[src/rtl/life_manager_if.sv]
// rtl/life_manager_if.sv - game-flow control bundle between the life manager and its neighbours
interface life_manager_if #(
    parameter int LIVES_W = 3
);
    logic               start;
    logic               died;
    logic               level_clear;
    logic [15:0]        score;
    logic [LIVES_W-1:0] lives;
    logic               freeze;
    logic               respawn;
    logic               game_over;
    logic               dying;
    logic [3:0]         death_frame;

    modport master (
        output start, died, level_clear, score,
        input  lives, freeze, respawn, game_over, dying, death_frame
    );

    modport slave (
        input  start, died, level_clear, score,
        output lives, freeze, respawn, game_over, dying, death_frame
    );
endinterface

[src/rtl/life_manager.sv]
// rtl/life_manager.sv - lives/ready/death/game-over sequencer; EXTRA_LIFE_EN enables the one-shot score bonus life
module life_manager #(
    parameter int INIT_LIVES       = 3,
    parameter int LIVES_W          = 3,
    parameter int READY_FRAMES     = 120,
    parameter int ANIM_DIV         = 8,
    parameter int ANIM_FRAMES      = 12,
    parameter int EXTRA_LIFE_SCORE = 10000
) (
    input  logic          frame_clk,
    input  logic          reset,
    life_manager_if.slave bus
);
    typedef enum logic [2:0] {
        S_IDLE,
        S_READY,
        S_PLAY,
        S_DYING,
        S_GAME_OVER
    } state_t;

    localparam int DYING_FRAMES = ANIM_DIV * ANIM_FRAMES;
    localparam int TIMER_MAX    = (READY_FRAMES > DYING_FRAMES) ? READY_FRAMES : DYING_FRAMES;
    localparam int TIMER_W      = $clog2(TIMER_MAX + 1);
    localparam int DIV_W        = (ANIM_DIV > 1) ? $clog2(ANIM_DIV) : 1;
    localparam logic [LIVES_W-1:0] MAX_LIVES = '1;

    state_t               state;
    logic [LIVES_W-1:0]   lives_q;
    logic [LIVES_W-1:0]   lives_play;
    logic                 freeze_q;
    logic                 respawn_q;
    logic                 game_over_q;
    logic                 dying_q;
    logic [3:0]           frame_q;
    logic [TIMER_W-1:0]   timer;
    logic [DIV_W-1:0]     div_cnt;
    logic                 bonus_hit;

`ifdef EXTRA_LIFE_EN
    logic bonus_taken;
    assign bonus_hit = !bonus_taken && (bus.score >= 16'(EXTRA_LIFE_SCORE));
`else
    assign bonus_hit = 1'b0;
`endif

    // A bonus landing on the same edge as a death cancels it out
    always_comb begin
        lives_play = lives_q;
        if (bus.died && !bonus_hit) begin
            if (lives_q != '0) lives_play = lives_q - LIVES_W'(1);
        end else if (!bus.died && bonus_hit) begin
            if (lives_q != MAX_LIVES) lives_play = lives_q + LIVES_W'(1);
        end
    end

    always_ff @(posedge frame_clk or negedge reset) begin
        if (!reset) begin
            state       <= S_IDLE;
            lives_q     <= LIVES_W'(INIT_LIVES);
            freeze_q    <= 1'b1;
            respawn_q   <= 1'b0;
            game_over_q <= 1'b0;
            dying_q     <= 1'b0;
            frame_q     <= 4'd0;
            timer       <= '0;
            div_cnt     <= '0;
`ifdef EXTRA_LIFE_EN
            bonus_taken <= 1'b0;
`endif
        end else begin
            respawn_q <= 1'b0;
            case (state)
                S_IDLE, S_GAME_OVER: begin
                    if (bus.start) begin
                        state       <= S_READY;
                        lives_q     <= LIVES_W'(INIT_LIVES);
                        respawn_q   <= 1'b1;
                        freeze_q    <= 1'b1;
                        game_over_q <= 1'b0;
                        timer       <= '0;
`ifdef EXTRA_LIFE_EN
                        bonus_taken <= 1'b0;
`endif
                    end
                end
                S_READY: begin
                    if (timer == TIMER_W'(READY_FRAMES - 1)) begin
                        state    <= S_PLAY;
                        freeze_q <= 1'b0;
                        timer    <= '0;
                    end else begin
                        timer <= timer + 1'b1;
                    end
                end
                S_PLAY: begin
                    lives_q <= lives_play;
`ifdef EXTRA_LIFE_EN
                    if (bonus_hit) bonus_taken <= 1'b1;
`endif
                    if (bus.died) begin
                        state    <= S_DYING;
                        freeze_q <= 1'b1;
                        dying_q  <= 1'b1;
                        timer    <= '0;
                        div_cnt  <= '0;
                        frame_q  <= 4'd0;
                    end else if (bus.level_clear) begin
                        state     <= S_READY;
                        freeze_q  <= 1'b1;
                        respawn_q <= 1'b1;
                        timer     <= '0;
                    end
                end
                S_DYING: begin
                    if (timer == TIMER_W'(DYING_FRAMES - 1)) begin
                        dying_q <= 1'b0;
                        timer   <= '0;
                        frame_q <= 4'd0;
                        if (lives_q == '0) begin
                            state       <= S_GAME_OVER;
                            game_over_q <= 1'b1;
                        end else begin
                            state     <= S_READY;
                            respawn_q <= 1'b1;
                        end
                    end else begin
                        timer <= timer + 1'b1;
                        // Animation step advances once per ANIM_DIV frames and parks on the last step
                        if (div_cnt == DIV_W'(ANIM_DIV - 1)) begin
                            div_cnt <= '0;
                            if (frame_q != 4'(ANIM_FRAMES - 1)) frame_q <= frame_q + 4'd1;
                        end else begin
                            div_cnt <= div_cnt + 1'b1;
                        end
                    end
                end
                default: state <= S_IDLE;
            endcase
        end
    end

    assign bus.lives       = lives_q;
    assign bus.freeze      = freeze_q;
    assign bus.respawn     = respawn_q;
    assign bus.game_over   = game_over_q;
    assign bus.dying       = dying_q;
    assign bus.death_frame = frame_q;
endmodule
[src/flat_wrapper.sv]
// flat-port wrapper written by rule: the top's interface ports become plain ports
module life_manager_flat 
#(
    parameter int INIT_LIVES       = 3,
    parameter int LIVES_W          = 3,
    parameter int READY_FRAMES     = 120,
    parameter int ANIM_DIV         = 8,
    parameter int ANIM_FRAMES      = 12,
    parameter int EXTRA_LIFE_SCORE = 10000
)
  (frame_clk, reset, bus_start, bus_died, bus_level_clear, bus_score, bus_lives, bus_freeze, bus_respawn, bus_game_over, bus_dying, bus_death_frame);
  life_manager_if #(.LIVES_W(LIVES_W)) bus_i ();
  input  logic frame_clk;
  input  logic reset;
  input wire logic [$bits(bus_i.start)-1:0] bus_start;
  input wire logic [$bits(bus_i.died)-1:0] bus_died;
  input wire logic [$bits(bus_i.level_clear)-1:0] bus_level_clear;
  input wire logic [$bits(bus_i.score)-1:0] bus_score;
  output wire logic [$bits(bus_i.lives)-1:0] bus_lives;
  output wire logic [$bits(bus_i.freeze)-1:0] bus_freeze;
  output wire logic [$bits(bus_i.respawn)-1:0] bus_respawn;
  output wire logic [$bits(bus_i.game_over)-1:0] bus_game_over;
  output wire logic [$bits(bus_i.dying)-1:0] bus_dying;
  output wire logic [$bits(bus_i.death_frame)-1:0] bus_death_frame;
  assign bus_i.start = bus_start;
  assign bus_i.died = bus_died;
  assign bus_i.level_clear = bus_level_clear;
  assign bus_i.score = bus_score;
  assign bus_lives = bus_i.lives;
  assign bus_freeze = bus_i.freeze;
  assign bus_respawn = bus_i.respawn;
  assign bus_game_over = bus_i.game_over;
  assign bus_dying = bus_i.dying;
  assign bus_death_frame = bus_i.death_frame;
  life_manager #(.INIT_LIVES(INIT_LIVES), .LIVES_W(LIVES_W), .READY_FRAMES(READY_FRAMES), .ANIM_DIV(ANIM_DIV), .ANIM_FRAMES(ANIM_FRAMES), .EXTRA_LIFE_SCORE(EXTRA_LIFE_SCORE)) u_core (.frame_clk(frame_clk), .reset(reset), .bus(bus_i));
endmodule
[config.mk]
export PLATFORM = sky130hd
export DESIGN_NAME = life_manager_flat
export DESIGN_NICKNAME = d
export VERILOG_FILES = /design/src/rtl/life_manager_if.sv /design/src/rtl/life_manager.sv /design/src/flat_wrapper.sv
export SDC_FILE = /design/constraint.sdc
export NUM_CORES = 1
export LEC_CHECK = 0
export CORE_MARGIN = 2
export CORE_UTILIZATION = 53
export CTS_CLUSTER_DIAMETER = 60
export DETAILED_ROUTE_END_ITERATION = 10
export HOLD_SLACK_MARGIN = 0.12
export PLACE_DENSITY = 0.82
export SKIP_LAST_GASP = 1
export SLEW_MARGIN = 15
export SYNTH_ARGS = -nofsm -noshare
export SYNTH_HDL_FRONTEND = slang
export SYNTH_SLANG_ARGS = --single-unit
[constraint.sdc]
create_clock -name frame_clk -period 2.6 [get_ports frame_clk]
set_input_delay 0.78 -clock frame_clk [delete_from_list [all_inputs] [get_ports frame_clk]]
set_output_delay 0.78 -clock frame_clk [all_outputs]
set_load 0.05 [all_outputs]
* After elaboration in Yosys (flattened, before gate mapping)
Cells that the tools add are included.
Word-level totals: bits of input ports 21, flip-flop bits (word level) 24, logic and storage cells 92, output and inout port bits 11
Operators by class: reductions and logical operators 17, equality and inequality tests 18, add/sub/neg operators 4, mux-type cells 44
Operators by type and width (number):
- 3-bit two-way mux | 12
- 7-bit two-way mux | 5
- 7-bit case mux with 4 select lines | 1
- 4-bit AND reduction | 5
- 4-bit two-way mux | 4
- 7-bit equality test (second input constant) | 2
- 1-bit two-way mux | 14
- 3-bit case mux with 2 select lines | 2
- 3-bit case mux with 4 select lines | 1
- 3-bit AND reduction | 3
- 2-bit by 1-bit != test with 1-bit output (second input constant) | 4
- 4-bit case mux with 2 select lines | 1
- 7-bit by 1-bit adder with 7-bit output (second input constant) | 1
- 3-bit by 2-bit equality test with 1-bit output (second input constant) | 2
- 3-bit equality test (second input constant) | 2
- 3-bit zero test | 2
- 2-bit != test (second input constant) | 3
- 3-bit by 1-bit != test with 1-bit output (second input constant) | 2
- 1-bit case mux with 3 select lines | 2
- 2-bit nonzero test | 3
- 3-bit nonzero test | 2
- 4-bit by 1-bit adder with 4-bit output (second input constant) | 1
- 4-bit != test (second input constant) | 1
- 1-bit case mux with 2 select lines | 2
- other kinds (6) | 6

* Logic depth before layout (Yosys ltp)
Gate-level depths: netlist of the first run.
word-level depth 5, gate-level depth with buffers 6, depth with buffers taken out 6

* Least setup slack after synthesis of the first run
OpenSTA, ideal clock, no wires.
path kind reg2reg, start point register u_core.lives_q[0], in the netlist u_core.bus.lives[0], end point register u_core.lives_q[2], in the netlist u_core.bus.lives[2], data arrival time 1.754 ns, period minus slack after synthesis 1.880 ns, required time 2.474 ns, path buffers 0, setup time 0.126 ns, setup slack 0.720 ns, stages on the path, launching flop included 7, path through dfstp_2 > inv_1 > ha_1 > nand2b_1 > nand3_2 > a21o_1 > a221o_1
On the way: cells in the longest elaborated chain, start to end 4, elaborated cells on any way between the ends 7
RTL lines:
- from (decl) | line life_manager.sv:29 | logic [LIVES_W-1:0] lives_q;
- from (signal assigned) | line life_manager.sv:60 | lives_q <= LIVES_W'(INIT_LIVES);
- from (signal assigned) | line life_manager.sv:77 | lives_q <= LIVES_W'(INIT_LIVES);
- from (signal assigned) | line life_manager.sv:97 | lives_q <= lives_play;
- 3-bit by 1-bit subtractor with 3-bit output | line life_manager.sv:51 | if (lives_q != '0) lives_play = lives_q - LIVES_W'(1);
- 3-bit two-way mux | line life_manager.sv:51
- 3-bit two-way mux | line life_manager.sv:50 | if (bus.died && !bonus_hit) begin
- 3-bit case mux with 2 select lines | line life_manager.sv:73 | case (state)
Several ways; a longest one is shown, not always the timed one. The select of a mux whose other input is x is not followed. A chain may end at the register's enable or synchronous reset.

* Final worst setup path of the first run
start point register u_core.lives_q[0], in the netlist u_core.bus.lives[0], end point output port bus_lives[0]
RTL lines:
- to (decl) | line flat_wrapper.sv:19 | output wire logic [$bits(bus_i.lives)-1:0] bus_lives;
No word-level cell between the ends.

==> results of run 1 <==
-- worst paths after layout --
| kind | end | slack [ps] | depth (start not counted) |
|---|---|---|---|
| worst min register to register | u_core.bus.dying$_DFFE_PN0P_ | 540 | 1 |
| worst max-delay path | bus_lives[0] | 140 | 1 |
| max in group asynchronous | u_core.bus.lives[1]$_DFFE_PN1P_ | 1520 | 2 |
| min in group asynchronous | u_core.timer[6]$_DFFE_PN0P_ | 800 | 2 |
| worst max register to register | u_core.div_cnt[0]$_DFFE_PN0P_ | 580 | 5 |
| worst min-delay path | u_core.bus.dying$_DFFE_PN0P_ | 540 | 1 |
-- per-layer routing --
| metal | part of all wire (%) | track usage (%) |
|---|---|---|
| met4 | 1.1 | 10.0 |
| met3 | 6.1 | 3.28 |
| met5 | 0 | 0 |
| met2 | 52 | 40.5 |
| met1 | 41 | 28.5 |
-- cell type report --
cell class                 count  share of cell area [%]
inverter                       9                    2.13
clock buffer                   4                    2.29
tap                           30                    2.37
multi-input combinational    103                    43.7
sequential                    24                    38.2
timing repair buffer          19                    11.4
-- placed cells by master (no fill, tap or decap), drive strengths merged, types with 3 or more instances in the layout --
cell / instances
buf: 4
clkbuf: 4
nand2b: 6
nor2b: 3
clkdlybuf4s50: 15
nand2: 8
or3: 3
inv: 9
nand3: 9
a21oi: 10
ha: 6
dfstp: 3
a21o: 3
o21ai: 15
nor3: 6
dfrtp: 21
mux2: 3
-- sequential cells by signal, summed over array words and instances (netlist names) --
signal	count
u_core.bus.death_frame	4
u_core.bus.freeze	1
u_core.bus.respawn	1
u_core.div_cnt	3
u_core.timer	7
u_core.bus.lives	3
u_core.bus.game_over	1
u_core.bus.dying	1
u_core.state	3
-- power by group --
group	leakage [uW]	internal (uW)	switching, uW
clock network	0.0000210	85.5	115
registers	0.000305	489	143
logic	0.000399	237	364
-- cells by family (layout without fill, tap and decap cells) --
logic type / count (synthesis) / in the layout
simple gates: 48 / 48
buf+inv: 14 / 32
mux: 5 / 5
compound gates: 44 / 44
fa+ha+maj: 6 / 6
flops: 24 / 24
-- per-stage QoR --
| step | setup slack [ps] | cells |
|---|---|---|
| detailed placement | 162 | 185 |
| floorplan | 720 | 141 |
| finish | 139 | 189 |
| global route | 86.8 | 189 |
| CTS | 127 | 189 |
| global placement | 236 | 185 |
==> summary.md, run 1 <==
| Metric | Value |
|---|---|
| Most frequent cells after synthesis | `dfrtp_1 (21), o21ai_0 (15), a21oi_1 (10), inv_1 (9)` |
| Crit start category | `register` |
| Yosys cell types | `43` |
| Antenna violations before repair | `0` |
| Post-CTS sizing | `0` |
| Post-Synth Adder-Cell Area | `5.54%` |
| Routed WL per cell | `16.1 um` |
| Vias per inst | `6.15` |
| Simple-gate share of the synthesized area | `20.8%` |
| Critical Path RT | `1820 ps` |
| Layout Skew | `1.68 ps` |
| Prevailing post-synth register cell | `dfrtp_1` |
| PwrDens | `905 mW/mm^2` |
| Post-DRT Antenna Nets | `0` |
| Drt drc | `0` |
| Start of the worst register-to-register path | `u_core.timer[0]$_DFFE_PN0P_` |
| Detailed-route via count | `1162` |
| MaxCap Viol Count | `0` |
| Setup TNS | `0 ps` |
| Worst-path clk slew | `130 ps` |
| Port bufs | `15` |
| Initial Util | `55.2%` |
| CORE AREA | `0.00245 mm^2` |
| Yosys reg bits | `24` |
| Number of flops mapped to enable cells by yosys | `0` |
| Vias in the first global route | `1153` |
| Post-CTS Repair Setup Buffers | `0` |
| Hold wc startpoint | `u_core.bus.dying$_DFFE_PN0P_` |
| Clk root buf | `clkbuf_4` |
| Dpl cell area | `0.00155 mm^2` |
| Area leader, netlist | `dfrtp_1` |
| Worst Setup End Kind | `primary output` |
| Hold_buf cts | `0` |
| DR iter-0 viols | `31` |
| Mapped Area | `0.00136 mm^2` |
| FF+latch area | `604 um^2` |
| Post-synthesis mux area share | `3.97%` |
| Slew Limit Fails | `0` |
| WP buf/inv | `1` |
| P&R area growth vs syn | `16.8%` |
| Synth Warn # | `0` |
| Final setup viols | `0` |
| Total Power | `1430 uW` |
| Die W | `54.6 um` |
| Worst-path maximum fanout | `4` |
| Hold Violations, Final | `0` |
| Final Net Count | `187` |
| Status | `completed` |
| Main combinational cell family by area after synthesis | `simple AND/OR/NAND/NOR gates` |
| Total GRT Usage | `23.3%` |
| Util after Layout | `64.5%` |
| WHS | `540 ps` |
| Multi-input logic area | `692 um^2` |
| Post-synthesis async set-or-reset flop share | `100%` |
| Syn Area/Cell | `9.62 um^2` |
| Cell Rows | `18` |
| Total Wirelength | `3040 um` |
| Cell count after synthesis | `141` |
| Total of fill cells in the finished design | `198` |
| Final Cycle Share | `94.7%` |
| Crit path kind | `reg2out` |
| Clk_lat worst skew | `310 ps` |
| Top delay family on crit path | `buffers and inverters` |
| Drt first pass iters | `4` |
| CP max-delay cell | `clkdlybuf4s50_1` |
| Share of the synthesized area in the top cell type | `38.7%` |
| Complex-gate fraction of the synthesized area | `20.7%` |
| Hold Path Class | `reg2reg` |
| Area contributors post-synth | `dfrtp_1 (39%), dfstp_2 (5.8%), ha_1 (5.5%)` |
| TritonCTS clock tree | `built` |
| Post-synthesis xor/xnor area fraction | `0%` |
| Syn_nets | `168` |
| Fraction of layout cells with a size suffix above 1 | `12.6%` |
| FMAX | `406 MHz` |
| Maximum root-to-sink buffer count | `2` |
| Worst rel slew slack | `53.7%` |
| Pin count of the biggest net entering global routing | `25` |
| Die H | `54.6 um` |
| First-pass GRT wire length | `4940 um` |
| N_diodes | `0` |
| Grt total ovfl | `0` |
| Seq/Total Area, Yosys | `44.6%` |
| Arr. time, crit path | `1680 ps` |
| Clk sinks | `24` |
| Most frequent cell after synthesis | `dfrtp_1` |
| P_leak | `0.000725 uW` |
| DP HPWL | `2260 um` |
| GP Congestion | `0.776` |
| Worst path cell trace | `clkdlybuf4s50_1` |
| CP max stage delay | `800 ps` |
| Worst slew pin tran | `690 ps` |
| Unrepaired setup endpoints after global routing | `no` |
| I/O pin count | `32` |
| TritonCTS Buffers | `3` |
| Die Area | `0.00298 mm^2` |
| Critical path startpoint | `u_core.bus.lives[0]$_DFFE_PN1P_` |
| Design Area, Final | `0.00158 mm^2` |
| H-tree levels | `1` |
| Maximum vdd drop | `0.000555 V` |
| Min Tclk post-route | `2460 ps` |
(Power assumes the default switching activity.)
==> run 2: changes to the inputs <==
CTS_CLUSTER_DIAMETER = 80   (was 60)
HOLD_SLACK_MARGIN = unset   (was 0.12)
==> results of run 2 <==
Same layout as run 1: the final DEF is identical, and so are final timing and power.
==> run 3: changes to the inputs <==
CAP_MARGIN = 25   (was unset)
RECOVER_POWER = 50   (was unset)
==> run 3 against run 2 <==
Net effect: via count grew 0.17%; critical endpoint unchanged; cell count stayed put; core utilization shrank 0.36 points; sequential share of layout area rose by 0.21 points; non-clock buffer count stayed put; count of clock-buffer cells in the layout did not move; maximum frequency is essentially flat; register-to-register slack better by 20 ps; critical path depth unchanged; combinational power down 0.8%; sequential cell count is the same.
==> summary.md, run 3 (synthesis gave the netlist of run 1 again) <==
| Metric | Value |
|---|---|
| Status | `completed` |
| DR iter-0 viols | `34 (+9.7%)` |
| Crit start category | `register` |
| Multi-input logic area | `687 um^2 (-0.72%)` |
| TritonCTS clock tree | `built` |
| Post-CTS sizing | `0 (unchanged)` |
| P&R area growth vs syn | `16.1%` |
| Vias in the first global route | `1153 (unchanged)` |
| Post-CTS Repair Setup Buffers | `0 (unchanged)` |
| Clk_lat worst skew | `310 ps (about the same)` |
| TritonCTS Buffers | `3 (unchanged)` |
| Initial Util | `55.2% (unchanged)` |
| Worst slew pin tran | `1260 ps (+573 ps)` |
| Worst-path clk slew | `140 ps (about the same)` |
| Grt total ovfl | `0 (unchanged)` |
| Min Tclk post-route | `2460 ps (+2.28 ps)` |
| WP buf/inv | `1 (unchanged)` |
| Hold Path Class | `reg2reg` |
| Clk sinks | `24 (unchanged)` |
| Cell Rows | `18 (unchanged)` |
| CP max-delay cell | `clkdlybuf4s50_1` |
| Total of fill cells in the finished design | `201 (+1.5%)` |
| Util after Layout | `64.2% (-0.36 points)` |
| Dpl cell area | `0.00155 mm^2 (unchanged)` |
| Routed WL per cell | `16.0 um (-0.53%)` |
| Total Power | `1430 uW (-0.27%)` |
| Worst rel slew slack | `15.8% (-38 points)` |
| Post-DRT Antenna Nets | `0 (unchanged)` |
| Total Wirelength | `3030 um (-0.53%)` |
| CORE AREA | `0.00245 mm^2 (unchanged)` |
| Setup TNS | `0 ps (unchanged)` |
| PwrDens | `907 mW/mm^2 (+0.29%)` |
| Worst-path maximum fanout | `4 (unchanged)` |
| N_diodes | `0 (unchanged)` |
| Hold Violations, Final | `0 (unchanged)` |
| MaxCap Viol Count | `0 (unchanged)` |
| Final setup viols | `0 (unchanged)` |
| WHS | `542 ps (+1.50 ps)` |
| Top delay family on crit path | `buffers and inverters` |
| Most frequent cells in the layout | `dfrtp_1 (21), o21ai_0 (15), clkdlybuf4s50_1 (12), a21oi_1 (10), inv_1 (9)` |
| Crit path kind | `reg2out` |
| Vias per inst | `6.16 (+0.17%)` |
| Die H | `54.6 um (unchanged)` |
| FF+latch area | `604 um^2 (unchanged)` |
| Detailed-route via count | `1164 (+0.17%)` |
| H-tree levels | `1 (unchanged)` |
| Design Area, Final | `0.00158 mm^2 (-0.55%)` |
| Largest register FFs | `7 (unchanged)` |
| Fraction of layout cells with a size suffix above 1 | `11.3% (-1.3 points)` |
| Largest Register | `u_core.timer` |
| Leading cell type in the layout, fill and taps excluded | `dfrtp_1` |
| Worst Setup End Kind | `primary output` |
| DP HPWL | `2260 um (unchanged)` |
| Clk root buf | `clkbuf_4` |
| Worst path cell trace | `clkdlybuf4s50_1` |
| Antenna violations before repair | `0 (unchanged)` |
| Drt drc | `0 (unchanged)` |
| GP Congestion | `0.776 (unchanged)` |
| CP max stage delay | `800 ps (about the same)` |
| Port bufs | `15 (unchanged)` |
| Die Area | `0.00298 mm^2 (unchanged)` |
| Final Net Count | `187 (unchanged)` |
| FMAX | `406 MHz (about the same)` |
| Arr. time, crit path | `1680 ps (about the same)` |
| Final Cycle Share | `94.8% (about the same)` |
| Hold_buf cts | `0 (unchanged)` |
| I/O pin count | `32 (unchanged)` |
| First-pass GRT wire length | `4940 um (unchanged)` |
| Critical Path RT | `1820 ps (about the same)` |
| Total GRT Usage | `23.3% (unchanged)` |
| Die W | `54.6 um (unchanged)` |
| Layout Skew | `1.38 ps (-0.299 ps)` |
| Slew Limit Fails | `0 (unchanged)` |
| P_leak | `0.000720 uW (-0.63%)` |
| Unrepaired setup endpoints after global routing | `no` |
| Pin count of the biggest net entering global routing | `25 (unchanged)` |
| Maximum root-to-sink buffer count | `2 (unchanged)` |
| Drt first pass iters | `4 (unchanged)` |
| Maximum vdd drop | `0.000529 V (-4.6%)` |
-- run 3: per-layer routing --
metal | up-vias | part of all wire [%] | track usage (%)
met2 | 37 | 52 | 40.5
met4 | 0 | 1.0 | 10.0
li1 | 557 | - | -
met5 | - | 0 | 0
met1 | 566 | 42 | 28.5
met3 | 4 | 4.7 | 3.28
-- run 3: final timing paths --
check	endpoint	cells after the start	slack (ps)	start
hold reg to reg	u_core.bus.freeze$_DFFE_PN1P_	2	540	u_core.bus.freeze$_DFFE_PN1P_
min in group asynchronous	u_core.timer[6]$_DFFE_PN0P_	2	1230	reset
max in group asynchronous	u_core.div_cnt[2]$_DFFE_PN0P_	2	630	reset
setup reg to reg	u_core.div_cnt[0]$_DFFE_PN0P_	5	600	u_core.timer[0]$_DFFE_PN0P_
setup / recovery	bus_lives[0]	1	140	u_core.bus.lives[0]$_DFFE_PN1P_
hold / removal	u_core.bus.freeze$_DFFE_PN1P_	2	540	u_core.bus.freeze$_DFFE_PN1P_
-- run 3: final cells by class --
type                            count  share of cell area, %
Clock buffer                        4                   2.30
Inverter                            9                   2.14
Multi-Input combinational cell    103                   43.6
Sequential cell                    24                   38.4
Timing Repair Buffer               19                   11.2
Tap cell                           30                   2.38
-- run 3: through the flow --
stage | std cells | worst slack (ps)
finish | 189 | 136
global route | 189 | 86.8
CTS | 189 | 127
detailed placement | 185 | 162
global placement | 185 | 236
floorplan | 141 | 720
-- run 3: where the power goes --
part	leakage (uW)	switching, uW	internal, uW
combinational	0.000394	362	235
sequential	0.000305	142	489
clock	0.0000210	117	85.6
total	0.000720	620	809
-- run 3: worst reg2reg max path, delay by kind of cell (launching register included) --
kind	cells	cell delay [ps]
simple gates	2	700
flops	1	430
mux	1	320
fa+ha+maj	1	250
compound gates	1	210
